**src/rtl/wb_regfile_if.sv**
```systemverilog
// wb_regfile_if: writeback, read and forwarding signals of the register file.
interface wb_regfile_if #(
    parameter int DATA_W = 32,
    parameter int ADDR_W = 5
);
    logic              MemtoReg;
    logic              RegWrite;
    logic [ADDR_W-1:0] Write_address;
    logic [DATA_W-1:0] aluresult;
    logic [DATA_W-1:0] memdata;
    logic [ADDR_W-1:0] Read_address1;
    logic [ADDR_W-1:0] Read_address2;
    logic [DATA_W-1:0] Read_data1;
    logic [DATA_W-1:0] Read_data2;
    logic              wb_valid;
    logic [ADDR_W-1:0] wb_addr;
    logic [DATA_W-1:0] wb_data;
    logic [31:0]       wb_count;

    modport master (
        output MemtoReg, RegWrite, Write_address, aluresult, memdata, Read_address1, Read_address2,
        input  Read_data1, Read_data2, wb_valid, wb_addr, wb_data, wb_count
    );

    modport slave (
        input  MemtoReg, RegWrite, Write_address, aluresult, memdata, Read_address1, Read_address2,
        output Read_data1, Read_data2, wb_valid, wb_addr, wb_data, wb_count
    );
endinterface

```
**src/rtl/wb_regfile.sv**
```systemverilog
// wb_regfile: two-read one-write register file with write-first bypass and writeback counter.
module wb_regfile #(
    parameter int DATA_W = 32,
    parameter int ADDR_W = 5
) (
    input logic        clk,
    input logic        rst_n,
    wb_regfile_if.slave bus
);
    localparam int N = 2 ** ADDR_W;

    logic [DATA_W-1:0] entry_q [N];
    logic [DATA_W-1:0] entry_d [N];
    logic [31:0]       wb_count_q, wb_count_d;
    logic [DATA_W-1:0] wdata;
    logic              wvalid;

    assign wdata        = bus.MemtoReg ? bus.memdata : bus.aluresult;
    assign wvalid       = rst_n && bus.RegWrite && (bus.Write_address != '0);
    assign bus.wb_data  = wdata;
    assign bus.wb_valid = wvalid;
    assign bus.wb_addr  = bus.Write_address;
    assign bus.wb_count = wb_count_q;

    // wvalid is low in reset, so the bypass is disabled there as well
    function automatic logic [DATA_W-1:0] rd(input logic [ADDR_W-1:0] a);
        return (a == '0) ? '0 : (wvalid && bus.Write_address == a) ? wdata : entry_q[a];
    endfunction

    assign bus.Read_data1 = rd(bus.Read_address1);
    assign bus.Read_data2 = rd(bus.Read_address2);

    always_comb begin
        entry_d = entry_q;
        if (wvalid) entry_d[bus.Write_address] = wdata;
        wb_count_d = wb_count_q + 32'(wvalid);
    end

    always_ff @(posedge clk) begin
        if (!rst_n) begin
            entry_q    <= '{default: '0};
            wb_count_q <= '0;
        end else begin
            entry_q    <= entry_d;
            wb_count_q <= wb_count_d;
        end
    end
endmodule

```
**src/flat_wrapper.sv**
```systemverilog
// flat-port wrapper written by rule: the top's interface ports become plain ports
module wb_regfile_flat 
#(
    parameter int DATA_W = 32,
    parameter int ADDR_W = 5
)
  (clk, rst_n, bus_MemtoReg, bus_RegWrite, bus_Write_address, bus_aluresult, bus_memdata, bus_Read_address1, bus_Read_address2, bus_Read_data1, bus_Read_data2, bus_wb_valid, bus_wb_addr, bus_wb_data, bus_wb_count);
  wb_regfile_if #(.DATA_W(DATA_W), .ADDR_W(ADDR_W)) bus_i ();
  input logic clk;
  input logic rst_n;
  input wire logic [$bits(bus_i.MemtoReg)-1:0] bus_MemtoReg;
  input wire logic [$bits(bus_i.RegWrite)-1:0] bus_RegWrite;
  input wire logic [$bits(bus_i.Write_address)-1:0] bus_Write_address;
  input wire logic [$bits(bus_i.aluresult)-1:0] bus_aluresult;
  input wire logic [$bits(bus_i.memdata)-1:0] bus_memdata;
  input wire logic [$bits(bus_i.Read_address1)-1:0] bus_Read_address1;
  input wire logic [$bits(bus_i.Read_address2)-1:0] bus_Read_address2;
  output wire logic [$bits(bus_i.Read_data1)-1:0] bus_Read_data1;
  output wire logic [$bits(bus_i.Read_data2)-1:0] bus_Read_data2;
  output wire logic [$bits(bus_i.wb_valid)-1:0] bus_wb_valid;
  output wire logic [$bits(bus_i.wb_addr)-1:0] bus_wb_addr;
  output wire logic [$bits(bus_i.wb_data)-1:0] bus_wb_data;
  output wire logic [$bits(bus_i.wb_count)-1:0] bus_wb_count;
  assign bus_i.MemtoReg = bus_MemtoReg;
  assign bus_i.RegWrite = bus_RegWrite;
  assign bus_i.Write_address = bus_Write_address;
  assign bus_i.aluresult = bus_aluresult;
  assign bus_i.memdata = bus_memdata;
  assign bus_i.Read_address1 = bus_Read_address1;
  assign bus_i.Read_address2 = bus_Read_address2;
  assign bus_Read_data1 = bus_i.Read_data1;
  assign bus_Read_data2 = bus_i.Read_data2;
  assign bus_wb_valid = bus_i.wb_valid;
  assign bus_wb_addr = bus_i.wb_addr;
  assign bus_wb_data = bus_i.wb_data;
  assign bus_wb_count = bus_i.wb_count;
  wb_regfile #(.DATA_W(DATA_W), .ADDR_W(ADDR_W)) u_core (.clk(clk), .rst_n(rst_n), .bus(bus_i));
endmodule
```
**config.mk**
```make
export PLATFORM = sky130hd
export DESIGN_NAME = wb_regfile_flat
export DESIGN_NICKNAME = d
export VERILOG_FILES = /design/src/rtl/wb_regfile_if.sv /design/src/rtl/wb_regfile.sv /design/src/flat_wrapper.sv
export SDC_FILE = /design/constraint.sdc
export NUM_CORES = 2
export LEC_CHECK = 0
export ABC_AREA = 1
export CAP_MARGIN = 5
export CORE_MARGIN = 2
export CORE_UTILIZATION = 45
export CTS_CLUSTER_DIAMETER = 50
export CTS_CLUSTER_SIZE = 8
export DETAILED_ROUTE_END_ITERATION = 12
export PLACE_DENSITY = 0.63
export SLEW_MARGIN = 25
export SYNTH_ARGS = -nofsm -noshare
export SYNTH_HDL_FRONTEND = slang
export SYNTH_SLANG_ARGS = --single-unit
```
**constraint.sdc**
```tcl
create_clock -name clk -period 4.6 [get_ports clk]
set_clock_uncertainty 0.05 [all_clocks]
set_input_delay 1.38 -clock clk [delete_from_list [all_inputs] [get_ports clk]]
set_output_delay 1.38 -clock clk [all_outputs]
set_load 0.1 [all_outputs]
```
== Word-level counts from Yosys, hierarchy flattened ==
Cells that the tools add are included.

* Flip-flop bits (word level): 1056
* ROM bits: 0
* Output and inout port bits: 134
* Memory bits (writable): 0
* Bits of input ports: 83
* Memories: 0
* Logic and storage cells: 65
* Bits in latches: 0

* Multiply operators: 0
* Muxes and demuxes: 14
* Div/mod/pow operators: 0
* Reductions and logical operators: 8
* Magnitude comparators: 4
* Bitwise logic cells: 3
* Equality and inequality tests: 2
* Shift operators: 0
* Add/subtract/negate cells: 1

{| class="wikitable"
|+ Operator list
! cell !! count
|-
| $bwmux W1024 || 1
|-
| $bmux W32 S5 || 2
|-
| $mux W32 || 10
|-
| $demux W32 S5 || 1
|-
| $add A32 B1 Y32 || 1
|-
| $ge A6 B6 Y1 const B || 3
|-
| $not A5 Y6 || 3
|-
| $eq A5 B5 Y1 || 2
|-
| $logic_not A5 Y1 || 2
|-
| $lt A6 B1 Y1 const B || 1
|-
| $logic_and A1 B1 Y1 || 5
|-
| $reduce_bool A5 Y1 || 1
|}

== Longest topological paths before layout ==
* Depth after elaboration: 6
* Mapped depth: 17
* Mapped depth without buffers: 16

== Worst setup path before layout ==
No wires, ideal clock.

* Path kind: input to output
* From: in bus_MemtoReg
* To: out bus_Read_data2[15]
* Path buffers: 3
* Arrival time: 4736 ps
* Data required time: 3170 ps
* Setup slack: -1566 ps
* Stages: 6
* Cells stage by stage: clkbuf_1 > buf_2 > mux2_2 > clkbuf_1 > o21ai_0 > a21oi_1

* Word-level cells in the longest chain between the ends: 3

{| class="wikitable"
|+ Ends and longest elaborated chain
! element !! line !! text
|-
| start, declared || flat_wrapper.sv:11 || <nowiki>input wire logic [$bits(bus_i.MemtoReg)-1:0] bus_MemtoReg;</nowiki>
|-
| $mux W32 || wb_regfile.sv:18 || <nowiki>assign wdata = bus.MemtoReg ? bus.memdata : bus.aluresult;</nowiki>
|-
| named net bus_wb_data[15] || flat_wrapper.sv:22 || <nowiki>output wire logic [$bits(bus_i.wb_data)-1:0] bus_wb_data;</nowiki>
|-
| $mux W32 (2 in series) || wb_regfile.sv:27 || <nowiki>return (a == '0) ? '0 : (wvalid && bus.Write_address == a) ? wdata : entry_q[a];</nowiki>
|-
| end, declared || flat_wrapper.sv:19 || <nowiki>output wire logic [$bits(bus_i.Read_data2)-1:0] bus_Read_data2;</nowiki>
|}

The timed path passes the listed nets, and every way through them passes these cells.

== Final worst setup path ==
* From: in bus_Read_address1[0]
* To: out bus_Read_data1[19]

* Word-level cells in the longest chain between the ends: 6
* Elaborated cells between the ends (all ways): 9
* Those cells by class: 1 x eq/ne; 5 x mux; 1 x bitwise; 2 x reduce/logical

{| class="wikitable"
|+ Ends and longest elaborated chain
! element !! line !! text
|-
| start, declared || flat_wrapper.sv:16 || <nowiki>input wire logic [$bits(bus_i.Read_address1)-1:0] bus_Read_address1;</nowiki>
|-
| $not A5 Y6 (not written as such) || wb_regfile.sv:27 ||
|-
| $bmux W32 S5 || wb_regfile.sv:27 ||
|-
| $mux W32 (not written as such) (2 in series) || wb_regfile.sv:27 ||
|-
| $mux W32 || wb_regfile.sv:27 ||
|-
| $mux W32 * || wb_regfile.sv:27 ||
|-
| end, declared || flat_wrapper.sv:18 || <nowiki>output wire logic [$bits(bus_i.Read_data1)-1:0] bus_Read_data1;</nowiki>
|}

Every way passes the cells marked *; elsewhere a longest branch is shown, timed or not. The select of a mux whose other input is x is not followed.

==> flow_metrics.py <==
metrics = {
    "critical_path": {
        "path_max_fanout": 8,
        "worstPathArrival_ps": 3230,
        "worstSetupEndpointType": "output pin",
        "startpoint_type": "primary input",
        "path_class": "in -> out",
        "required_ps": 3170,
        "reg2reg_depth": 13,
    },
    "clock_network": {
        "root_buffer": "clkbuf_16",
        "cts.sinks": 1056,
        "insertion_delay_ps": 790,
        "clk_pin_slew_ps": 50,
        "cts.htree.levels": 4,
        "cts_buffers": 157,
        "holdBufCountCts": 0,
        "cts_tree": "done",
        "clockBufferDepth": 3,
    },
    "die": {
        "initial_core_util_pct": 45.4,
        "die_area_um2": 129000,
        "ioPinCount": 217,
        "dieHeight_um": 360,
        "dieWidth_um": 360,
        "num_rows": 130,
        "core_area_um2": 126000,
    },
    "layout": {
        "multi_input_area_um2": 31600,
        "final_common_cell": "a21oi_1",
        "drive_gt1_share_pct": 16.8,
        "stdcell_area_um2": 75100,
        "layout_common_cells": "a21oi_1, nand2_1, o21ai_0, dfxtp_1, nand3_1",
        "syn_to_final_growth_pct": 31.8,
        "final_nets": 9017,
        "fillers": 11400,
        "seq_area_um2": 21100,
    },
    "timing": {
        "setup_ws_ps": -64.1,
        "rsz0062_at_grt": "yes",
        "fmax_mhz": 214,
        "slew_violations": 0,
        "hold_viol_final": 0,
        "post-route-min-period_ps": 4660,
        "fin_crit_sh_pct": 101,
        "slew_headroom_pct": 26.3,
        "tightest_slew_ps": 1110,
        "setup_violations": 19,
    },
    "outcome": {
        "violations": "setup timing",
        "outcome": "finished, violations left",
    },
    "yosys": {
        "yosysWarnings": 0,
        "synth_edf_count": 0,
        "synth-seq-cells": 1056,
        "ys_seq_area_share_pct": 37.1,
        "syn_area_um2": 57000,
        "synth_ff_type": "dfxtp_1",
        "ys_types": 32,
        "syn_inst": 8695,
        "ys_async_sr_fraction_pct": 0,
        "synthesis.nets": 8781,
        "syn_avg_cell_area_um2": 6.55,
    },
    "global_route": {
        "antenna_found_initial": 13,
        "grt_max_degree": 254,
        "grt_pass1_wl_um": 408000,
        "grt_use_total_pct": 42.0,
        "grt.overflow.total": 0,
        "grt_pass1_vias": 60100,
    },
    "worst_hold_path": {
        "min_path_type": "reg -> reg",
        "min_delay_path_depth": 2,
    },
    "place": {
        "place_congestion": 0.971,
        "hpwl_um": 177000,
        "numPortBuffers": 216,
        "placed_area_um2": 66900,
    },
    "flow_run": {
        "drv_cap": 0,
    },
    "route": {
        "via_per_inst": 6.39,
        "wl_per_cell_um": 27.5,
        "drt_iter0_markers": 11600,
        "drc_errors": 0,
        "dr.pass1.iters": 7,
        "vias": 67900,
        "routed_wl_um": 293000,
        "ant_nets": 0,
    },
    "pwr": {
        "power_density_nw_per_um2": 341,
        "fin_total_pwr_mw": 25.6,
        "irDropWorstVdd_uv": 384,
        "power_leakage_nw": 29.1,
    },
}
==> critical path, stage by stage <==
cell       delay [ps]
buf_16            150
buf_16            180
buf_16            180
clkbuf_16         180
a21oi_2           120
o21ai_1            70
nand3_1           100
nand3_2           100
a21oi_2           170
buf_6             210
nor2_4             60
nor2_4            120
buf_12            180
==> layer usage <==
layer	share of wire (%)	up-vias	wire length, um	track usage (%)
li1	-	30000	-	-
met1	36	31300	106000	52.8
met2	40	5343	118000	60.3
met3	16	1260	48000	16.8
met4	6.9	12	20200	24.3
met5	0.027	-	78	0
==> cell usage after synthesis, drive strengths merged, types with 6 or more instances <==
master	count	share of area (%)
a211oi	6	0.079
a21oi	1365	12
buf	199	1.6
clkbuf	691	4.6
dfxtp	1056	37
inv	736	4.8
mux2	32	0.63
nand2	1330	8.8
nand3	989	8.7
nand4	12	0.13
nor2	415	2.7
nor3	50	0.52
o211ai	509	6.7
o21ai	1268	11
or2	8	0.088
xnor2	8	0.12
xor2	8	0.12
==> through the flow <==
| stage | utilization, % | cells | setup WS [ps] | hold WS (ps) | setup TNS [ps] |
|---|---|---|---|---|---|
| floorplan | - | 8695 | -16.9 | 357 | -250 |
| global placement | 53.3 | 10300 | -478 | 367 | -23510 |
| detailed placement | 53.3 | 10300 | -455 | 373 | -22880 |
| CTS | 57.7 | 10600 | -73.8 | 381 | -306 |
| global route | 59.8 | 10600 | -89.3 | 402 | -1080 |
| finish | 59.8 | 10600 | -64.1 | 378 | -483 |
==> kinds of logic after synthesis <==
logic type	after synthesis	synth area share, %
fa+ha+maj	3	0.0659
mux	32	0.633
simple gates	2810	21.0
xor+xnor	16	0.246
flops	1056	37.1
buf+inv	1629	11.0
compound gates	3149	29.9
==> cell type report <==
cell class,instances,area share [%]
multi-input combinational,6011,42.1
sequential,1056,28.1
timing repair buffer,966,17.2
clock buffer,191,5.79
inverter,739,3.83
tap,1650,2.75
clock inverter,13,0.130
antenna,10,0.0333
==> repair_timing <==
item / 4_1_cts / 5_1_grt
cloned: 15 / 41
buffers inserted: 19 / 25
setup endpoints to repair: 64 / 64
pin swaps: 15 / 139
endpoints found under the hold margin: 0 / 0
resized for setup: 149 / 454
==> power breakdown <==
part / switching [mW] / total, mW / internal [mW]
clock network: 4.33 / 10.8 / 6.51
registers: 0.0303 / 9.25 / 9.22
logic: 3.62 / 5.51 / 1.89
total: 7.97 / 25.6 / 17.6
==> sequential cells by signal (all words and copies together), names as in the netlist <==
register and cells:
u_core.entry_q 1024, u_core.bus.wb_count 32
==> path summary, 6_finish.rpt <==
check | endpoint | slack [ps] | from
worst max-delay path | bus_Read_data1[19] | -60 | bus_Read_address1[0]
worst max register to register | u_core.bus.wb_count[24] | 2060 | u_core.bus.wb_count[0]
worst min-delay path | u_core.entry_q[1017] | 380 | u_core.entry_q[1017]
worst min register to register | u_core.entry_q[1017] | 380 | u_core.entry_q[1017]
(Power assumes the default switching activity.)
==> patch, RTL diff (same flow settings) <==
`DATA_W` is set to 32 in 3 places; all go to 24.
--- a/src/rtl/wb_regfile_if.sv
+++ b/src/rtl/wb_regfile_if.sv
@@ -2,3 +2,3 @@
 interface wb_regfile_if #(
-    parameter int DATA_W = 32,
+    parameter int DATA_W = 24,
     parameter int ADDR_W = 5
--- a/src/rtl/wb_regfile.sv
+++ b/src/rtl/wb_regfile.sv
@@ -2,3 +2,3 @@
 module wb_regfile #(
-    parameter int DATA_W = 32,
+    parameter int DATA_W = 24,
     parameter int ADDR_W = 5
--- a/src/flat_wrapper.sv
+++ b/src/flat_wrapper.sv
@@ -3,3 +3,3 @@
 #(
-    parameter int DATA_W = 32,
+    parameter int DATA_W = 24,
     parameter int ADDR_W = 5
Interface: changed (5 resized); port bits go from 217 to 177. The function was not compared with the original's and may differ.
==> patch against the original RTL <==
  * The flow still finishes with violations (negative setup slack)
  * Design area fell by 22%
  * Power fell by 24%
  * Routed wire length fell by 27%
  * Die area fell by 20%
  * Hold slack improved by 0.010 ns
  * Register-to-register slack improved by 0.59 ns
  * Sequential cell count fell by 256
  * Fmax rose by 1.2%
  * Area after synthesis fell by 20%
  * Worst setup slack improved by 0.056 ns
  * Critical path type unchanged
  * Largest cell class unchanged
==> patch: results (changes against the original RTL) <==
| Metric | Value |
|---|---|
| Via density | 6.04 (was 6.39) |
| Cts bufs inserted | 121 (was 157) |
| Post-synthesis sequential area ratio | 35.2% (was 37.1%) |
| Post-CTS Resized | 106 (was 149) |
| Max_slew headroom | 32.8% (was 26.3%) |
| Synth Area in XOR/XNOR | 0.308% (was 0.246%) |
| H-tree depth | 3 (was 4) |
| Failing checks | negative setup slack (unchanged) |
| Leakage | 23.3 nW (was 29.1 nW) |
| Setup_tns | -0.0155 ns (was -0.483 ns) |
| Routability cong. | 1.01 (was 0.971) |
| Synth unique cells | 31 (was 32) |
| Final nets | 7762 (was 9017) |
| Layout cell share with drive strength beyond 1 | 14.5% (was 16.8%) |
| Largest register FFs | 768 (was 1024) |
| Pre-antenna DRT Iters | 6 (was 7) |
| Number of global-route vias before repair | 49200 (was 60100) |
| Outcome | complete, but fails checks (unchanged) |
| Antenna violations before repair | 1 (was 13) |
| Critical path arrival | 3.18 ns (was 3.23 ns) |
| VDD IR max | 0.296 mV (was 0.384 mV) |
| Flop pwr share | 36.0% (was 36.1%) |
| Multiplexer area fraction after synthesis | 0% (was 0.633%) |
| Worst-Skew Late Latency | 0.73 ns (was 0.79 ns) |
| Worst reg2reg path depth | 11 (was 13) |
| DRT iter0 DRCs | 8295 (was 11600) |
| Post-synthesis adder-cell area fraction | 0.0824% (was 0.0659%) |
| Compound-gate portion of the synthesized area | 13.4% (was 29.9%) |
| Placed cell areas | 0.0527 mm2 (was 0.0669 mm2) |
| Worst Slack Setup Final | -0.00829 ns (was -0.0641 ns) |
| Synth cell count leaders | nand2_1, nand3_1, dfxtp_1 (was a21oi_1, nand2_1, o21ai_0) |
| Layout fillers | 9543 (was 11400) |
| Syn nets | 7635 (was 8781) |
| Total track usage | 39.3% (was 42.0%) |
| Sequential cell power | 0.00700 W (was 0.00925 W) |
| Final setup vio count | 3 (was 19) |
| Internal power | 0.0134 W (was 0.0176 W) |
-- patch: worst max-delay path, stage by stage --
cell,delay [ns]
buf_16,0.14
buf_12,0.16
buf_12,0.16
xor2_1,0.16
nor3_4,0.24
buf_12,0.20
nand2_8,0.08
buf_16,0.15
buf_4,0.14
a21oi_4,0.13
buf_12,0.19
-- patch: per-layer routing --
metal / wire (um) / track usage [%]
met1: 83000 / 51.9
met2: 89900 / 57.2
met3: 27500 / 9.97
met4: 13900 / 24.3
met5: 0 / 0
-- patch: final cells by class --
class,instances,area (um2),area share (%)
timing repair inverter,1,8.76,0.0149
clock inverter,18,228,0.386
sequential,800,16000,27.2
clock buffer,152,3320,5.63
tap,1298,1620,2.76
inverter,510,2110,3.58
multi-input combinational,5556,26500,44.9
timing repair buffer,702,9160,15.5
antenna,1,2.50,0.00425
-- patch: final timing paths --
check	startpoint	slack, ns	endpoint
worst max register to register	u_core.bus.wb_count[0]$_SDFF_PN0_	2.65	u_core.bus.wb_count[30]$_SDFF_PN0_
worst min-delay path	u_core.entry_q[746]$_SDFFE_PN0P_	0.39	u_core.entry_q[746]$_SDFFE_PN0P_
worst min register to register	u_core.entry_q[746]$_SDFFE_PN0P_	0.39	u_core.entry_q[746]$_SDFFE_PN0P_
worst max-delay path	bus_Read_address2[0]	-0.008	bus_Read_data2[2]
-- patch: through the flow --
step | instances | hold slack, ns | utilization, % | setup WS, ns
global route | 9038 | 0.408 | 58.8 | -0.0537
finish | 9038 | 0.389 | 58.8 | -0.00829
CTS | 9000 | 0.388 | 56.9 | -0.0450
global placement | 8813 | 0.377 | 52.6 | -0.223
floorplan | 7565 | 0.366 | - | -0.0506
detailed placement | 8813 | 0.381 | 52.6 | -0.249
